[config.mk]
export PLATFORM = sky130hd
export DESIGN_NAME = dmem_arbiter_flat
export DESIGN_NICKNAME = d
export VERILOG_FILES = /design/src/rtl/dmem_arbiter_if.sv /design/src/rtl/dmem_arbiter.sv /design/src/flat_wrapper.sv
export SDC_FILE = /design/constraint.sdc
export NUM_CORES = 1
export LEC_CHECK = 0
export BUFFER_PORTS_ARGS = -buffer_cell sky130_fd_sc_hd__buf_2
export CORE_AREA = 3 3 94 96
export CTS_BUF_LIST = sky130_fd_sc_hd__clkbuf_16
export DETAILED_ROUTE_END_ITERATION = 12
export DIE_AREA = 0 0 97 99
export PLACE_DENSITY_LB_ADDON = 0.15
export SYNTH_ARGS = -nofsm -noshare
export SYNTH_HDL_FRONTEND = slang
export SYNTH_SLANG_ARGS = --single-unit
[constraint.sdc]
create_clock -name clk -period 2.4 [get_ports clk]
set_input_delay 0.48 -clock clk [delete_from_list [all_inputs] [get_ports clk]]
set_output_delay 0.48 -clock clk [all_outputs]
set_load 0.03 [all_outputs]
[src/rtl/dmem_arbiter_if.sv]
// Bus bundle for dmem_arbiter: two requester ports plus the SRAM side.
interface dmem_arbiter_if #(
  parameter int ADDR_WIDTH = 10,
  parameter int DATA_WIDTH = 32
);
  localparam int SW = DATA_WIDTH / 8;

  logic                  req0;
  logic                  we0;
  logic [SW-1:0]         strb0;
  logic [ADDR_WIDTH-1:0] addr0;
  logic [DATA_WIDTH-1:0] wdata0;
  logic                  gnt0;
  logic                  rvalid0;
  logic [DATA_WIDTH-1:0] rdata0;

  logic                  req1;
  logic                  we1;
  logic [SW-1:0]         strb1;
  logic [ADDR_WIDTH-1:0] addr1;
  logic [DATA_WIDTH-1:0] wdata1;
  logic                  lock1;
  logic                  gnt1;
  logic                  rvalid1;
  logic [DATA_WIDTH-1:0] rdata1;

  logic                  mem_en;
  logic                  mem_we;
  logic [SW-1:0]         mem_strb;
  logic [ADDR_WIDTH-1:0] mem_addr;
  logic [DATA_WIDTH-1:0] mem_wdata;
  logic [DATA_WIDTH-1:0] mem_rdata;

  modport slave (
    input  req0, we0, strb0, addr0, wdata0,
    input  req1, we1, strb1, addr1, wdata1, lock1,
    input  mem_rdata,
    output gnt0, rvalid0, rdata0,
    output gnt1, rvalid1, rdata1,
    output mem_en, mem_we, mem_strb, mem_addr, mem_wdata
  );

  modport master (
    output req0, we0, strb0, addr0, wdata0,
    output req1, we1, strb1, addr1, wdata1, lock1,
    output mem_rdata,
    input  gnt0, rvalid0, rdata0,
    input  gnt1, rvalid1, rdata1,
    input  mem_en, mem_we, mem_strb, mem_addr, mem_wdata
  );
endinterface

[src/rtl/dmem_arbiter.sv]
// Two-port round-robin arbiter for a single-port data SRAM,
// with a host burst lock bounded by a grant counter.
module dmem_arbiter #(
  parameter int ADDR_WIDTH = 10,
  parameter int DATA_WIDTH = 32,
  parameter int LOCK_MAX   = 64
) (
  input logic           clk,
  input logic           rst,
  dmem_arbiter_if.slave bus
);
  localparam int SW = DATA_WIDTH / 8;
  localparam int CW = $clog2(LOCK_MAX + 1);

  localparam logic [0:0] ARB       = 1'b0;
  localparam logic [0:0] HOST_LOCK = 1'b1;

  logic [0:0]    state_q, state_d;
  logic          last_gnt_q, last_gnt_d;
  logic [CW-1:0] lock_cnt_q, lock_cnt_d;
  logic          rsp_valid_q, rsp_valid_d;
  logic          rsp_port_q, rsp_port_d;

  logic          gnt0;
  logic          gnt1;
  logic          locked;
  logic [CW-1:0] lock_inc;

  logic                  win_we;
  logic [SW-1:0]         win_strb;
  logic [ADDR_WIDTH-1:0] win_addr;
  logic [DATA_WIDTH-1:0] win_wdata;

  assign locked   = (state_q == HOST_LOCK) && bus.lock1;
  assign lock_inc = lock_cnt_q + 1'b1;

  // Dropping lock1 arbitrates normally in the same cycle.
  always_comb begin
    gnt0 = 1'b0;
    gnt1 = 1'b0;
    if (!rst) begin
      if (locked) begin
        gnt1 = bus.req1;
      end else if (bus.req0 && bus.req1) begin
        gnt0 = last_gnt_q;
        gnt1 = !last_gnt_q;
      end else begin
        gnt0 = bus.req0;
        gnt1 = bus.req1;
      end
    end
  end

  always_comb begin
    win_we    = 1'b0;
    win_strb  = '0;
    win_addr  = '0;
    win_wdata = '0;
    unique case (1'b1)
      gnt0: begin
        win_we    = bus.we0;
        win_strb  = bus.strb0;
        win_addr  = bus.addr0;
        win_wdata = bus.wdata0;
      end
      gnt1: begin
        win_we    = bus.we1;
        win_strb  = bus.strb1;
        win_addr  = bus.addr1;
        win_wdata = bus.wdata1;
      end
      default: ;
    endcase
  end

  always_comb begin
    state_d    = state_q;
    lock_cnt_d = lock_cnt_q;
    last_gnt_d = last_gnt_q;
    if (gnt0) last_gnt_d = 1'b0;
    if (gnt1) last_gnt_d = 1'b1;
    if (locked) begin
      if (gnt1) begin
        lock_cnt_d = lock_inc;
        if (lock_inc == CW'(LOCK_MAX)) begin
          state_d    = ARB;
          lock_cnt_d = '0;
        end
      end
    end else begin
      state_d    = ARB;
      lock_cnt_d = '0;
      // A single-grant lock expires on entry.
      if (gnt1 && bus.lock1 && (LOCK_MAX > 1)) begin
        state_d    = HOST_LOCK;
        lock_cnt_d = CW'(1);
      end
    end
  end

  assign rsp_valid_d = (gnt0 || gnt1) && !win_we;
  assign rsp_port_d  = gnt1;

  always_ff @(posedge clk or posedge rst) begin
    if (rst) begin
      state_q     <= ARB;
      last_gnt_q  <= 1'b1;
      lock_cnt_q  <= '0;
      rsp_valid_q <= 1'b0;
      rsp_port_q  <= 1'b0;
    end else begin
      state_q     <= state_d;
      last_gnt_q  <= last_gnt_d;
      lock_cnt_q  <= lock_cnt_d;
      rsp_valid_q <= rsp_valid_d;
      rsp_port_q  <= rsp_port_d;
    end
  end

  assign bus.gnt0      = gnt0;
  assign bus.gnt1      = gnt1;
  assign bus.mem_en    = gnt0 || gnt1;
  assign bus.mem_we    = win_we;
  assign bus.mem_strb  = win_strb;
  assign bus.mem_addr  = win_addr;
  assign bus.mem_wdata = win_wdata;

  assign bus.rvalid0 = rsp_valid_q && !rsp_port_q;
  assign bus.rvalid1 = rsp_valid_q && rsp_port_q;
  assign bus.rdata0  = bus.rvalid0 ? bus.mem_rdata : '0;
  assign bus.rdata1  = bus.rvalid1 ? bus.mem_rdata : '0;
endmodule

[src/flat_wrapper.sv]
// flat-port wrapper written by rule: the top's interface ports become plain ports
module dmem_arbiter_flat 
#(
  parameter int ADDR_WIDTH = 10,
  parameter int DATA_WIDTH = 32,
  parameter int LOCK_MAX   = 64
)
  (clk, rst, bus_req0, bus_we0, bus_strb0, bus_addr0, bus_wdata0, bus_req1, bus_we1, bus_strb1, bus_addr1, bus_wdata1, bus_lock1, bus_mem_rdata, bus_gnt0, bus_rvalid0, bus_rdata0, bus_gnt1, bus_rvalid1, bus_rdata1, bus_mem_en, bus_mem_we, bus_mem_strb, bus_mem_addr, bus_mem_wdata);
  dmem_arbiter_if #(.ADDR_WIDTH(ADDR_WIDTH), .DATA_WIDTH(DATA_WIDTH)) bus_i ();
  input logic clk;
  input logic rst;
  input wire logic [$bits(bus_i.req0)-1:0] bus_req0;
  input wire logic [$bits(bus_i.we0)-1:0] bus_we0;
  input wire logic [$bits(bus_i.strb0)-1:0] bus_strb0;
  input wire logic [$bits(bus_i.addr0)-1:0] bus_addr0;
  input wire logic [$bits(bus_i.wdata0)-1:0] bus_wdata0;
  input wire logic [$bits(bus_i.req1)-1:0] bus_req1;
  input wire logic [$bits(bus_i.we1)-1:0] bus_we1;
  input wire logic [$bits(bus_i.strb1)-1:0] bus_strb1;
  input wire logic [$bits(bus_i.addr1)-1:0] bus_addr1;
  input wire logic [$bits(bus_i.wdata1)-1:0] bus_wdata1;
  input wire logic [$bits(bus_i.lock1)-1:0] bus_lock1;
  input wire logic [$bits(bus_i.mem_rdata)-1:0] bus_mem_rdata;
  output wire logic [$bits(bus_i.gnt0)-1:0] bus_gnt0;
  output wire logic [$bits(bus_i.rvalid0)-1:0] bus_rvalid0;
  output wire logic [$bits(bus_i.rdata0)-1:0] bus_rdata0;
  output wire logic [$bits(bus_i.gnt1)-1:0] bus_gnt1;
  output wire logic [$bits(bus_i.rvalid1)-1:0] bus_rvalid1;
  output wire logic [$bits(bus_i.rdata1)-1:0] bus_rdata1;
  output wire logic [$bits(bus_i.mem_en)-1:0] bus_mem_en;
  output wire logic [$bits(bus_i.mem_we)-1:0] bus_mem_we;
  output wire logic [$bits(bus_i.mem_strb)-1:0] bus_mem_strb;
  output wire logic [$bits(bus_i.mem_addr)-1:0] bus_mem_addr;
  output wire logic [$bits(bus_i.mem_wdata)-1:0] bus_mem_wdata;
  assign bus_i.req0 = bus_req0;
  assign bus_i.we0 = bus_we0;
  assign bus_i.strb0 = bus_strb0;
  assign bus_i.addr0 = bus_addr0;
  assign bus_i.wdata0 = bus_wdata0;
  assign bus_i.req1 = bus_req1;
  assign bus_i.we1 = bus_we1;
  assign bus_i.strb1 = bus_strb1;
  assign bus_i.addr1 = bus_addr1;
  assign bus_i.wdata1 = bus_wdata1;
  assign bus_i.lock1 = bus_lock1;
  assign bus_i.mem_rdata = bus_mem_rdata;
  assign bus_gnt0 = bus_i.gnt0;
  assign bus_rvalid0 = bus_i.rvalid0;
  assign bus_rdata0 = bus_i.rdata0;
  assign bus_gnt1 = bus_i.gnt1;
  assign bus_rvalid1 = bus_i.rvalid1;
  assign bus_rdata1 = bus_i.rdata1;
  assign bus_mem_en = bus_i.mem_en;
  assign bus_mem_we = bus_i.mem_we;
  assign bus_mem_strb = bus_i.mem_strb;
  assign bus_mem_addr = bus_i.mem_addr;
  assign bus_mem_wdata = bus_i.mem_wdata;
  dmem_arbiter #(.ADDR_WIDTH(ADDR_WIDTH), .DATA_WIDTH(DATA_WIDTH), .LOCK_MAX(LOCK_MAX)) u_core (.clk(clk), .rst(rst), .bus(bus_i));
endmodule
### Word-level counts from Yosys, hierarchy flattened

Cells that the tools add are included.

* register bits after elaboration: 11
* memories: 0
* logic and storage cells: 43
* latch bits: 0
* output and inout port bits: 116
* memory bits (read-only): 0
* RAM bits: 0

* $lt $le $gt $ge: 0
* reductions and logical operators: 12
* multiplexer cells: 22
* bitwise gates (word level): 0
* $mul: 0
* div/mod/pow operators: 0
* $add $sub $neg: 1
* shift operators: 0
* eq/ne operators: 3

Operator list (number)
* $mux W32: 2
* $pmux W32 S2: 1
* $mux W7: 3
* $pmux W10 S2: 1
* $mux W1: 13
* $pmux W4 S2: 1
* $add A7 B1 Y7 const B: 1
* $eq A7 B7 Y1 const B: 1
* $logic_and A1 B1 Y1: 6
* $logic_not A1 Y1: 3
* $ne A2 B1 Y1 const B: 1
* $ne A2 B2 Y1 const B: 1
* $pmux W1 S2: 1
* $reduce_and A2 Y1: 1
* $reduce_bool A2 Y1: 1
* $logic_or A1 B1 Y1: 1

### Depth between registers and ports, before layout

Gate-level depths: netlist (run 1).

* depth in word-level cells: 7
* depth in mapped cells: 6
* depth with buffers taken out: 5

### Least setup slack after synthesis (run 1)

No wires, ideal clock.

* path type: input to output
* start: input port rst
* end: output port bus_mem_addr[1]
* stages on the path: 4
* buffers on the path: 1
* required time: 1.920 ns
* slack: 0.007 ns
* arrival time: 1.913 ns
* path through: inv_1 -> o2111a_1 -> buf_1 -> a22o_1

* longest elaborated chain between the ends: 2
* elaborated cells between the ends (all ways): 3
* classes of those cells: mux: 3

Ends and longest elaborated chain
* start, declared: RTL line flat_wrapper.sv:11 `input logic rst;`
* $mux W1: RTL line dmem_arbiter.sv:41 `if (!rst) begin`
* via bus_gnt0: RTL line flat_wrapper.sv:24 `output wire logic [$bits(bus_i.gnt0)-1:0] bus_gnt0;`
* $pmux W10 S2: RTL line dmem_arbiter.sv:59 `unique case (1'b1)`
* end, declared: RTL line flat_wrapper.sv:33 `output wire logic [$bits(bus_i.mem_addr)-1:0] bus_mem_addr;`

The timed path passes the listed nets, and every way through them passes these cells.

### Worst setup path in the final report (run 1)

* start: register u_core.state_q
* end: output port bus_mem_we

* longest elaborated chain between the ends: 4
* elaborated cells between the ends (all ways): 6
* classes of those cells: mux: 5; reduce/logical: 1

Ends and longest elaborated chain
* start, declared: RTL line dmem_arbiter.sv:18 `logic [0:0] state_q, state_d;`
* start signal, assigned: RTL line dmem_arbiter.sv:112 `state_q <= state_d;`
* $logic_and A1 B1 Y1 *: RTL line dmem_arbiter.sv:34 `assign locked = (state_q == HOST_LOCK) && bus.lock1;`
* $mux W1: RTL line dmem_arbiter.sv:42 `if (locked) begin`
* $mux W1: RTL line dmem_arbiter.sv:41
* $pmux W1 S2 *: RTL line dmem_arbiter.sv:59
* end, declared: RTL line flat_wrapper.sv:31 `output wire logic [$bits(bus_i.mem_we)-1:0] bus_mem_we;`

Mark *: on every way between the ends. The rest lies on a longest branch, timed or not.

==> results of run 1 <==
## through the flow
| step | cells | worst slack (ns) |
|---|---|---|
| after floorplan | 194 | 0.007137 |
| after global placement | 536 | 0.2305 |
| after detailed placement | 536 | 0.2181 |
| after CTS | 540 | 0.1217 |
| after global routing | 540 | 0.04661 |
| final | 540 | 0.1283 |
## synth_stat cells (3+ instances only)
master / instances
a22o_1: 47
and2_1: 33
and3_1: 33
clkbuf_1: 11
dfrtp_1: 10
a21oi_1: 6
buf_2: 6
inv_1: 5
nand2_1: 5
nand3_1: 4
o21ai_0: 4
nor2b_1: 3
## cell families after synthesis
kind of cell / Yosys count
and+or+nand+nor: 92
xor gates and xnor gates: 2
muxes: 1
adders and majority gates: 1
buffers and inverters: 24
DFF: 11
AOI/OAI and AO/OA: 63
## power groups by stage
stage / Combinational (mW) / Sequential (mW) / Clock (mW)
2_1_floorplan: 0.455 / 0.210 / 0
3_3_place_gp: 0.739 / 0.210 / 0
3_5_place_dp: 0.738 / 0.210 / 0
4_1_cts: 0.740 / 0.207 / 0.303
5_1_grt: 0.784 / 0.209 / 0.318
6_report: 0.734 / 0.207 / 0.296
## layer usage
| metal | up-vias | wire (microns) |
|---|---|---|
| met2 | 154 | 4281 |
| met3 | 4 | 749 |
| met5 | - | 0 |
| met1 | 1116 | 2985 |
| li1 | 1216 | - |
| met4 | 0 | 26 |
## worst min path at each step
stage | start | endpoint | slack (ns) | cells past startpoint
floorplan | rst | u_core.lock_cnt_q[0]$_DFFE_PP0P_ | 0.34 | 1
global placement | u_core.last_gnt_q$_DFFE_PP1P_ | u_core.last_gnt_q$_DFFE_PP1P_ | 0.50 | 2
detailed placement | u_core.last_gnt_q$_DFFE_PP1P_ | u_core.last_gnt_q$_DFFE_PP1P_ | 0.50 | 2
CTS | rst | u_core.lock_cnt_q[2]$_DFFE_PP0P_ | 0.28 | 3
global route | rst | u_core.lock_cnt_q[2]$_DFFE_PP0P_ | 0.30 | 3
finish | rst | u_core.lock_cnt_q[2]$_DFFE_PP0P_ | 0.27 | 3
## cell type report
type | instances | area share [%]
Inverter | 5 | 0.6326
Timing Repair Buffer | 256 | 45.30
Tap cell | 105 | 4.429
Clock inverter | 1 | 0.1265
Sequential cell | 11 | 9.321
Multi-Input combinational cell | 159 | 37.66
Clock buffer | 3 | 2.531
## critical path, stage by stage (launching register included)
cell      delay [ns]
dfrtp_1         0.44
nand2_2         0.10
buf_4           0.15
o2111a_2        0.23
buf_12          0.22
a22o_1          0.19
buf_2           0.20
## flip-flops by register name, summed over array words and instances (netlist names)
name,cells
u_core.lock_cnt_q,7
u_core.last_gnt_q,1
u_core.rsp_port_q,1
u_core.rsp_valid_q,1
u_core.state_q,1
==> results.ini, run 1 <==
[flow_run]
maxCapViolCount = 0

[global_routing]
grtUsageMet3_pct = 3.397
grtUsageTotal_pct = 14.92
grt_busiest_layer = met2
gr-total-overflow = 0
antenna_found_initial = 0
grt_pass1_vias = 2246
grt_pass1_wl_microns = 11720
met1_usage_pct = 16.47
grt_use_met2_pct = 29.41
grt_max_degree = 51

[synthesis]
ys_seq_area_share_pct = 18.51
synth_edf_count = 0
yosysTopAreaCellShare_pct = 27.55
ys_async_sr_fraction_pct = 100.0
synth_cell_types = 37
synth_top_family_by_area = simple AND/OR/NAND/NOR gates
synthAdderAreaFrac_pct = 0.8375
ys.flop_type = dfrtp_1
yosysWarnings = 0
syn_nets = 326
yosys.area_share.simple_pct = 37.69
synth_compound_area_share_pct = 34.34
synth_seq_cells = 11
synth_xor_area_share_pct = 1.173
syn_inst = 194
synthTopCellsByArea = a22o_1 28%, dfrtp_1 17%, and2_1 14%, and3_1 14%, clkbuf_1 2.8%
synthMuxAreaShare_pct = 0.6700
synth_top_area_cell = a22o_1
avgSynthCellArea_sq_um = 7.701
syn-cell-area_sq_um = 1494

[layout]
n_antenna_cell = 0
multi_input_area_sq_um = 1117
layout.nets = 568
area_growth_syn_to_layout_pct = 98.58
drive_above_1_share_pct = 60.46
layout_common_cells = 246 x buf_2, 47 x a22o_1, 33 x and2_1, 33 x and3_1, 10 x dfrtp_1
final_core_util_pct = 36.47
seq_area_sq_um = 276.5
final_area_sq_um = 2967
layout_commonest_cell = buf_2
fillers = 862

[drt]
ant_nets = 0
routed_wl_microns = 8042
viasPerCell = 4.611
drt_first_pass_iters = 4
drc = 0
detail_route.iter0.violations = 106
wl_per_cell_microns = 14.89
vias = 2490

[placement]
portBuffers = 246
place_area_sq_um = 2888
dpl.hpwl_microns = 6838
routabilityCongestion = 0.8423

[sta]
fin_crit_ns = 2.272
fin_skew_ns = 0.004039
max_freq_mhz = 440.2
slew-limit-headroom_pct = 82.37
finalCritPeriodShare_pct = 94.66
setup_viol = 0
finalMaxSlewViolations = 0
hold_viol = 0
rsz0062_at_grt = no
fin_tns_setup_ns = 0
worstMarginPinSlew_ns = 0.2620
timing.hold.ws_ns = 0.2747

[setup_path]
arrival_ns = 1.79
cp-end-kind = output port
reg2reg_from = u_core.state_q$_DFFE_PP0P_
r2r_end = u_core.rsp_valid_q$_DFF_PP0_
crit_start = u_core.state_q$_DFFE_PP0P_
critPathLaunchType = flip-flop
worstSetupPathType = reg -> out
crit_fanout = 50
worstSetupEndpoint = bus_mem_we
worst-r2r-cell-count = 6
cp.required_ns = 1.92
r2r_setup_slack_ns = 0.79

[cts]
cts_setup_buffers = 0
root_buffer = clkbuf_16
cts.repair.resized = 0
cts_max_level = 1
cts.sinks = 11
clk_pin_slew_ns = 0.04
numCtsBuffers = 3
clk_latency_ns = 0.24
cts_tree = done
cts_buffer_depth = 2
cts_hold_buf = 0

[pwr]
power_frac_seq_pct = 16.8
ir_drop_uv = 152.8
p_sw_share_pct = 44.41
clockPowerShare_pct = 23.9
leakage_nw = 1.934
power_mw = 1.237
power_switching_mw = 0.5494
p_per_area_nw_per_um2 = 417.0
internal_power_mw = 0.6877
p_comb_share_pct = 59.3

[hold_path]
hold_class = in -> async

[floorplan]
die_w_microns = 97
die_area_sq_um = 9603
die_y_microns = 99
start_util_pct = 18.37
core_sq_um = 8134
num_rows = 33
ios = 247

[run_status]
outcome = complete, no violations

(Power assumes the default switching activity.)
==> run 2: changes to the inputs <==
Settings changed: CELL_PAD_IN_SITES_DETAIL_PLACEMENT set to 2, CELL_PAD_IN_SITES_GLOBAL_PLACEMENT set to 2, CORE_AREA 3 3 94 96 to not set, CORE_ASPECT_RATIO set to 1.5, CORE_MARGIN set to 3, CORE_UTILIZATION set to 11, DIE_AREA 0 0 97 99 to not set, RECOVER_POWER set to 100.
==> run 2 against run 1 <==
Net effect:
- wire length up 24%
- global-route usage decreased by 2.6 points
- sequential power about the same
- combinational power hardly changed
- register-to-register slack got worse by 0.06 ns
- critical path type unchanged
- largest power group unchanged
- highest routed layer is now met5
==> results.ini, run 2 (synthesis gave the netlist of run 1 again) <==
[cts]
cts_setup_buffers = 0  ; unchanged
numCtsBuffers = 3  ; unchanged
cts_buffer_depth = 2  ; unchanged
cts_max_level = 1  ; unchanged
clk_pin_slew_ns = 0.04  ; about the same
clk_latency_ns = 0.24  ; about the same
cts.repair.resized = 0  ; unchanged
root_buffer = clkbuf_16
cts_hold_buf = 0  ; unchanged
cts_tree = done
cts.sinks = 11  ; unchanged

[sta]
setup_viol = 0  ; unchanged
fin_crit_ns = 2.290  ; +0.01806 ns
fin_skew_ns = 0.0006641  ; -0.003375 ns
rsz0062_at_grt = no
worstMarginPinSlew_ns = 0.6271  ; +0.3651 ns
hold_viol = 0  ; unchanged
finalMaxSlewViolations = 0  ; unchanged
fin_ws_ns = 0.1102  ; -0.01806 ns
finalCritPeriodShare_pct = 95.41  ; +0.75 points
max_freq_mhz = 436.7  ; -0.79%
slew-limit-headroom_pct = 58.19  ; -24 points
fin_tns_setup_ns = 0  ; unchanged

[layout]
area_growth_syn_to_layout_pct = 97.07
largest_register = u_core.lock_cnt_q
layout.nets = 568  ; unchanged
drive_above_1_share_pct = 47.59  ; -13 points
largest_register_ffs = 7  ; unchanged
n_antenna_cell = 0  ; unchanged
layout_commonest_cell = buf_2
final_cells = 594  ; +10%
final_core_util_pct = 22.40  ; -14 points
layout_common_cells = 140 x buf_2, 56 x clkbuf_1, 53 x clkbuf_2, 47 x a22o_1, 33 x and3_1

[setup_path]
cp.required_ns = 1.92  ; about the same
path_cells = nand2_2, a31o_1, inv_1, buf_12, or2_2, clkbuf_2
worstSetupPathType = reg -> out
slowest_stage = dfrtp_1
critPathLaunchType = flip-flop
cp-end-kind = output port
arrival_ns = 1.81  ; +0.02 ns
slowest_delay_ns = 0.43  ; about the same
crit_fanout = 50  ; unchanged

[pwr]
clockPowerShare_pct = 24.4  ; +0.5 points
ir_drop_uv = 183.7  ; +20%
power_frac_seq_pct = 16.7  ; about the same
p_comb_share_pct = 58.9  ; -0.4 points
power_switching_mw = 0.5772  ; +5.1%
internal_power_mw = 0.6672  ; -3.0%
p_sw_share_pct = 46.39  ; +2.0 points
leakage_nw = 1.662  ; -14%
p_per_area_nw_per_um2 = 422.7  ; +1.4%
power_mw = 1.244  ; +0.59%

[floorplan]
core_sq_um = 13150  ; +62%
die_w_microns = 101.2  ; +4.3%
ios = 247  ; unchanged
die_y_microns = 148.7  ; +50%
num_rows = 51  ; +55%
start_util_pct = 11.36  ; -7.0 points
die_area_sq_um = 15040  ; +57%

[run_status]
outcome = complete, no violations

[global_routing]
gr-total-overflow = 0  ; unchanged
grt_max_degree = 51  ; unchanged
grt_pass1_wl_microns = 14880  ; +27%
antenna_found_initial = 1  ; +1
grtUsageTotal_pct = 12.34  ; -2.6 points
grt_pass1_vias = 2806  ; +25%

[placement]
placed_cells = 590  ; +10%
routabilityCongestion = 0.6957  ; -17%
portBuffers = 246  ; unchanged
pre_cts_ws_ns = 0.1567  ; -0.06141 ns
dpl.hpwl_microns = 8493  ; +24%

[flow_run]
maxCapViolCount = 0  ; unchanged

[drt]
ant_nets = 0  ; unchanged
wl_per_cell_microns = 16.84  ; +13%
vias = 2586  ; +3.9%
drc = 0  ; unchanged
routed_wl_microns = 10000  ; +24%
viasPerCell = 4.354  ; -5.6%
drt_first_pass_iters = 4  ; unchanged
detail_route.iter0.violations = 40  ; -62%

[hold_path]
hold_class = in -> async

==> run 2: path summary, 6_finish.rpt <==
kind	start	end	slack [ns]	cells after the start
worst min-delay path	rst	u_core.lock_cnt_q[5]$_DFFE_PP0P_	0.44	3
min in group clk	u_core.last_gnt_q$_DFFE_PP1P_	u_core.last_gnt_q$_DFFE_PP1P_	0.50	2
worst max register to register	u_core.state_q$_DFFE_PP0P_	u_core.rsp_valid_q$_DFF_PP0_	0.73	6
max in group asynchronous	rst	u_core.lock_cnt_q[3]$_DFFE_PP0P_	1.56	3
worst max-delay path	u_core.state_q$_DFFE_PP0P_	bus_mem_en	0.11	6
worst min register to register	u_core.last_gnt_q$_DFFE_PP1P_	u_core.last_gnt_q$_DFFE_PP1P_	0.50	2
==> run 2: metal layers <==
layer  track usage, %  part of all wire, %  vias to the layer above
met5                0                 0.20                        -
li1                 -                    -                     1215
met4            3.593                  2.0                        2
met2            22.54                   50                      185
met1            13.50                   36                     1171
met3            3.697                   12                       13
==> run 2: power by group through the flow <==
| stage | sequential [mW] | clock (mW) | combinational [mW] |
|---|---|---|---|
| final | 0.208 | 0.304 | 0.733 |
| after global routing | 0.209 | 0.327 | 0.797 |
| after CTS | 0.208 | 0.319 | 0.763 |
| after detailed placement | 0.211 | 0 | 0.762 |
| after global placement | 0.210 | 0 | 0.753 |
| after floorplan | 0.210 | 0 | 0.455 |
==> run 2: area by class of cell <==
class                   count  area, sq um
inverters                   5        18.77
repair buffers            256         1254
flip-flops and latches     11        276.5
multi-input cells         159         1117
fillers                  1658        10200
clock inverters             1        3.754
clock buffers               3        75.07
well taps                 159        198.9
==> run 2: through the flow <==
stage,area (sq um),hold slack [ns]
floorplan,1494,0.3399
detailed placement,2943,0.5034
CTS,3022,0.2891
global route,2944,0.5297
finish,2944,0.4369
global placement,2943,0.4921
==> run 2: worst max-delay path: cells and delay by family, from the launching register on <==
kind            cells  cell delay, ns
compound gates      1            0.21
flops               1            0.43
buf+inv             3            0.47
simple gates        2            0.44
==> run 3: changes to the inputs <==
Settings changed: CELL_PAD_IN_SITES_DETAIL_PLACEMENT 2 to 0.
==> run 3 against run 2 <==
Net effect:
- utilization down 0.095 points
- sequential share of layout area hardly changed
- critical path depth unchanged
- first-iteration DRC count is 10% higher
- total power shrank 1.0%
- highest routed layer unchanged
==> results.ini, run 3 (synthesis gave the netlist of run 1 again) <==
[cts]
cts_setup_buffers = 0  ; unchanged
cts_max_level = 1  ; unchanged
cts.sinks = 11  ; unchanged
cts.repair.resized = 0  ; unchanged
clk_latency_ns = 0.24  ; about the same
cts_buffer_depth = 2  ; unchanged
cts_tree = done
cts_hold_buf = 0  ; unchanged
numCtsBuffers = 3  ; unchanged
root_buffer = clkbuf_16
clk_pin_slew_ns = 0.04  ; about the same

[sta]
finalCritPeriodShare_pct = 94.93  ; -0.47 points
worstMarginPinSlew_ns = 0.6865  ; +0.05939 ns
hold_viol = 0  ; unchanged
max_freq_mhz = 438.9  ; +0.50%
setup_viol = 0  ; unchanged
fin_crit_ns = 2.278  ; -0.01140 ns
finalMaxSlewViolations = 0  ; unchanged
slew-limit-headroom_pct = 54.23  ; -4.0 points
rsz0062_at_grt = no
fin_tns_setup_ns = 0  ; unchanged
fin_skew_ns = 0.002417  ; +0.001753 ns

[placement]
portBuffers = 246  ; unchanged
routabilityCongestion = 0.6957  ; unchanged
placed_cells = 590  ; unchanged
dpl.hpwl_microns = 7149  ; -16%
place_area_sq_um = 2943  ; unchanged

[global_routing]
antenna_found_initial = 1  ; unchanged
gr-total-overflow = 0  ; unchanged
grt_pass1_vias = 2469  ; -12%
grt_pass1_wl_microns = 12080  ; -19%
grtUsageTotal_pct = 10.11  ; -2.2 points
grt_max_degree = 51  ; unchanged

[drt]
detail_route.iter0.violations = 44  ; +10%
viasPerCell = 4.212  ; -3.2%
ant_nets = 0  ; unchanged
vias = 2502  ; -3.2%
wl_met3_microns = 1122  ; -4.9%
dr.max_layer_used = met5
met1_length_microns = 2946  ; -18%
routed_wl_microns = 8635  ; -14%
drc = 0  ; unchanged
wl_per_cell_microns = 14.54  ; -14%
route.met2.wl_microns = 4337  ; -13%
drt_first_pass_iters = 4  ; unchanged

[layout]
layout_commonest_cell = buf_2
fillers = 1515  ; -8.6%
largest_register = u_core.lock_cnt_q
drive_above_1_share_pct = 45.29  ; -2.3 points
final_cells = 594  ; unchanged
area_growth_syn_to_layout_pct = 96.23
layout_common_cells = 133 x buf_2, 66 x clkbuf_1, 50 x clkbuf_2, 47 x a22o_1, 33 x and3_1
multi_input_area_sq_um = 1117  ; unchanged
layout.nets = 568  ; unchanged
largest_register_ffs = 7  ; unchanged
seq_area_sq_um = 276.5  ; unchanged
n_antenna_cell = 0  ; unchanged
final_area_sq_um = 2932  ; -0.42%

[floorplan]
core_sq_um = 13150  ; unchanged
start_util_pct = 11.36  ; unchanged
die_area_sq_um = 15040  ; unchanged
die_w_microns = 101.2  ; unchanged
ios = 247  ; unchanged
die_y_microns = 148.7  ; unchanged
num_rows = 51  ; unchanged

[pwr]
leakage_nw = 1.627  ; -2.1%
clockPowerShare_pct = 24.6  ; +0.2 points
power_switching_mw = 0.5680  ; -1.6%
p_comb_share_pct = 58.6  ; -0.3 points
internal_power_mw = 0.6638  ; -0.51%
p_sw_share_pct = 46.11  ; -0.27 points
p_per_area_nw_per_um2 = 420.2  ; -0.59%
power_frac_seq_pct = 16.8  ; about the same
ir_drop_uv = 151.7  ; -17%

[setup_path]
cp.required_ns = 1.92  ; about the same
r2r_setup_slack_ns = 0.74  ; about the same
critPathLaunchType = flip-flop
arrival_ns = 1.80  ; about the same
slowest_delay_ns = 0.43  ; about the same
crit_fanout = 50  ; unchanged
cp-end-kind = output port
worstSetupPathType = reg -> out
slowest_stage = dfrtp_1
path_cells = nand2_2, a31o_1, inv_1, buf_12, or2_2, clkbuf_2

[run_status]
outcome = complete, no violations

[hold_path]
hold_class = in -> async

[flow_run]
maxCapViolCount = 0  ; unchanged

-- run 3: per-layer routing --
layer,GRT usage (%),up-vias
met5,0,-
met4,3.194,2
met3,3.182,16
met2,19.69,187
met1,9.783,1081
li1,-,1216
-- run 3: path summary, 6_finish.rpt --
kind | depth (start not counted) | from | end
setup / recovery | 6 | u_core.state_q$_DFFE_PP0P_ | bus_mem_en
hold / removal | 3 | rst | u_core.state_q$_DFFE_PP0P_
setup reg to reg | 6 | u_core.state_q$_DFFE_PP0P_ | u_core.rsp_valid_q$_DFF_PP0_
hold reg to reg | 2 | u_core.last_gnt_q$_DFFE_PP1P_ | u_core.last_gnt_q$_DFFE_PP1P_
max in group asynchronous | 3 | rst | u_core.lock_cnt_q[3]$_DFFE_PP0P_
min in group clk | 2 | u_core.last_gnt_q$_DFFE_PP1P_ | u_core.last_gnt_q$_DFFE_PP1P_
-- run 3: per-stage QoR --
| stage | total power, mW | utilization (%) | setup slack [ns] | hold WS (ns) |
|---|---|---|---|---|
| 5_1_grt | 1.306 | 22.30 | 0.02627 | 0.5218 |
| 3_5_place_dp | 0.9590 | 22.39 | 0.1650 | 0.4954 |
| 4_1_cts | 1.271 | 22.99 | 0.1178 | 0.2806 |
| 3_3_place_gp | 0.9625 | 22.39 | 0.1743 | 0.4921 |
| 2_1_floorplan | 0.6645 | - | 0.007137 | 0.3399 |
| 6_report | 1.232 | 22.30 | 0.1216 | 0.4547 |
-- run 3: worst max-delay path, delay by kind of cell, from the launching register on --
| family | cells | cell delay, ns |
|---|---|---|
| buffers and inverters | 3 | 0.45 |
| AOI/OAI and AO/OA | 1 | 0.20 |
| and+or+nand+nor | 2 | 0.44 |
| DFF | 1 | 0.43 |
-- run 3: power groups by stage --
stage                     registers (mW)  clock network [mW]  logic, mW
after floorplan                    0.210                   0      0.455
after global placement             0.210                   0      0.753
after detailed placement           0.210                   0      0.749
after CTS                          0.207               0.314      0.750
after global routing               0.209               0.322      0.776
final                              0.207               0.303      0.721
-- run 3: cell type report --
cell class,instances,share of cell area [%]
multi-input cells,159,38.11
inverters,5,0.6402
flip-flops and latches,11,9.432
clock inverters,1,0.1280
clock buffers,3,2.561
repair buffers,256,42.34
well taps,159,6.786
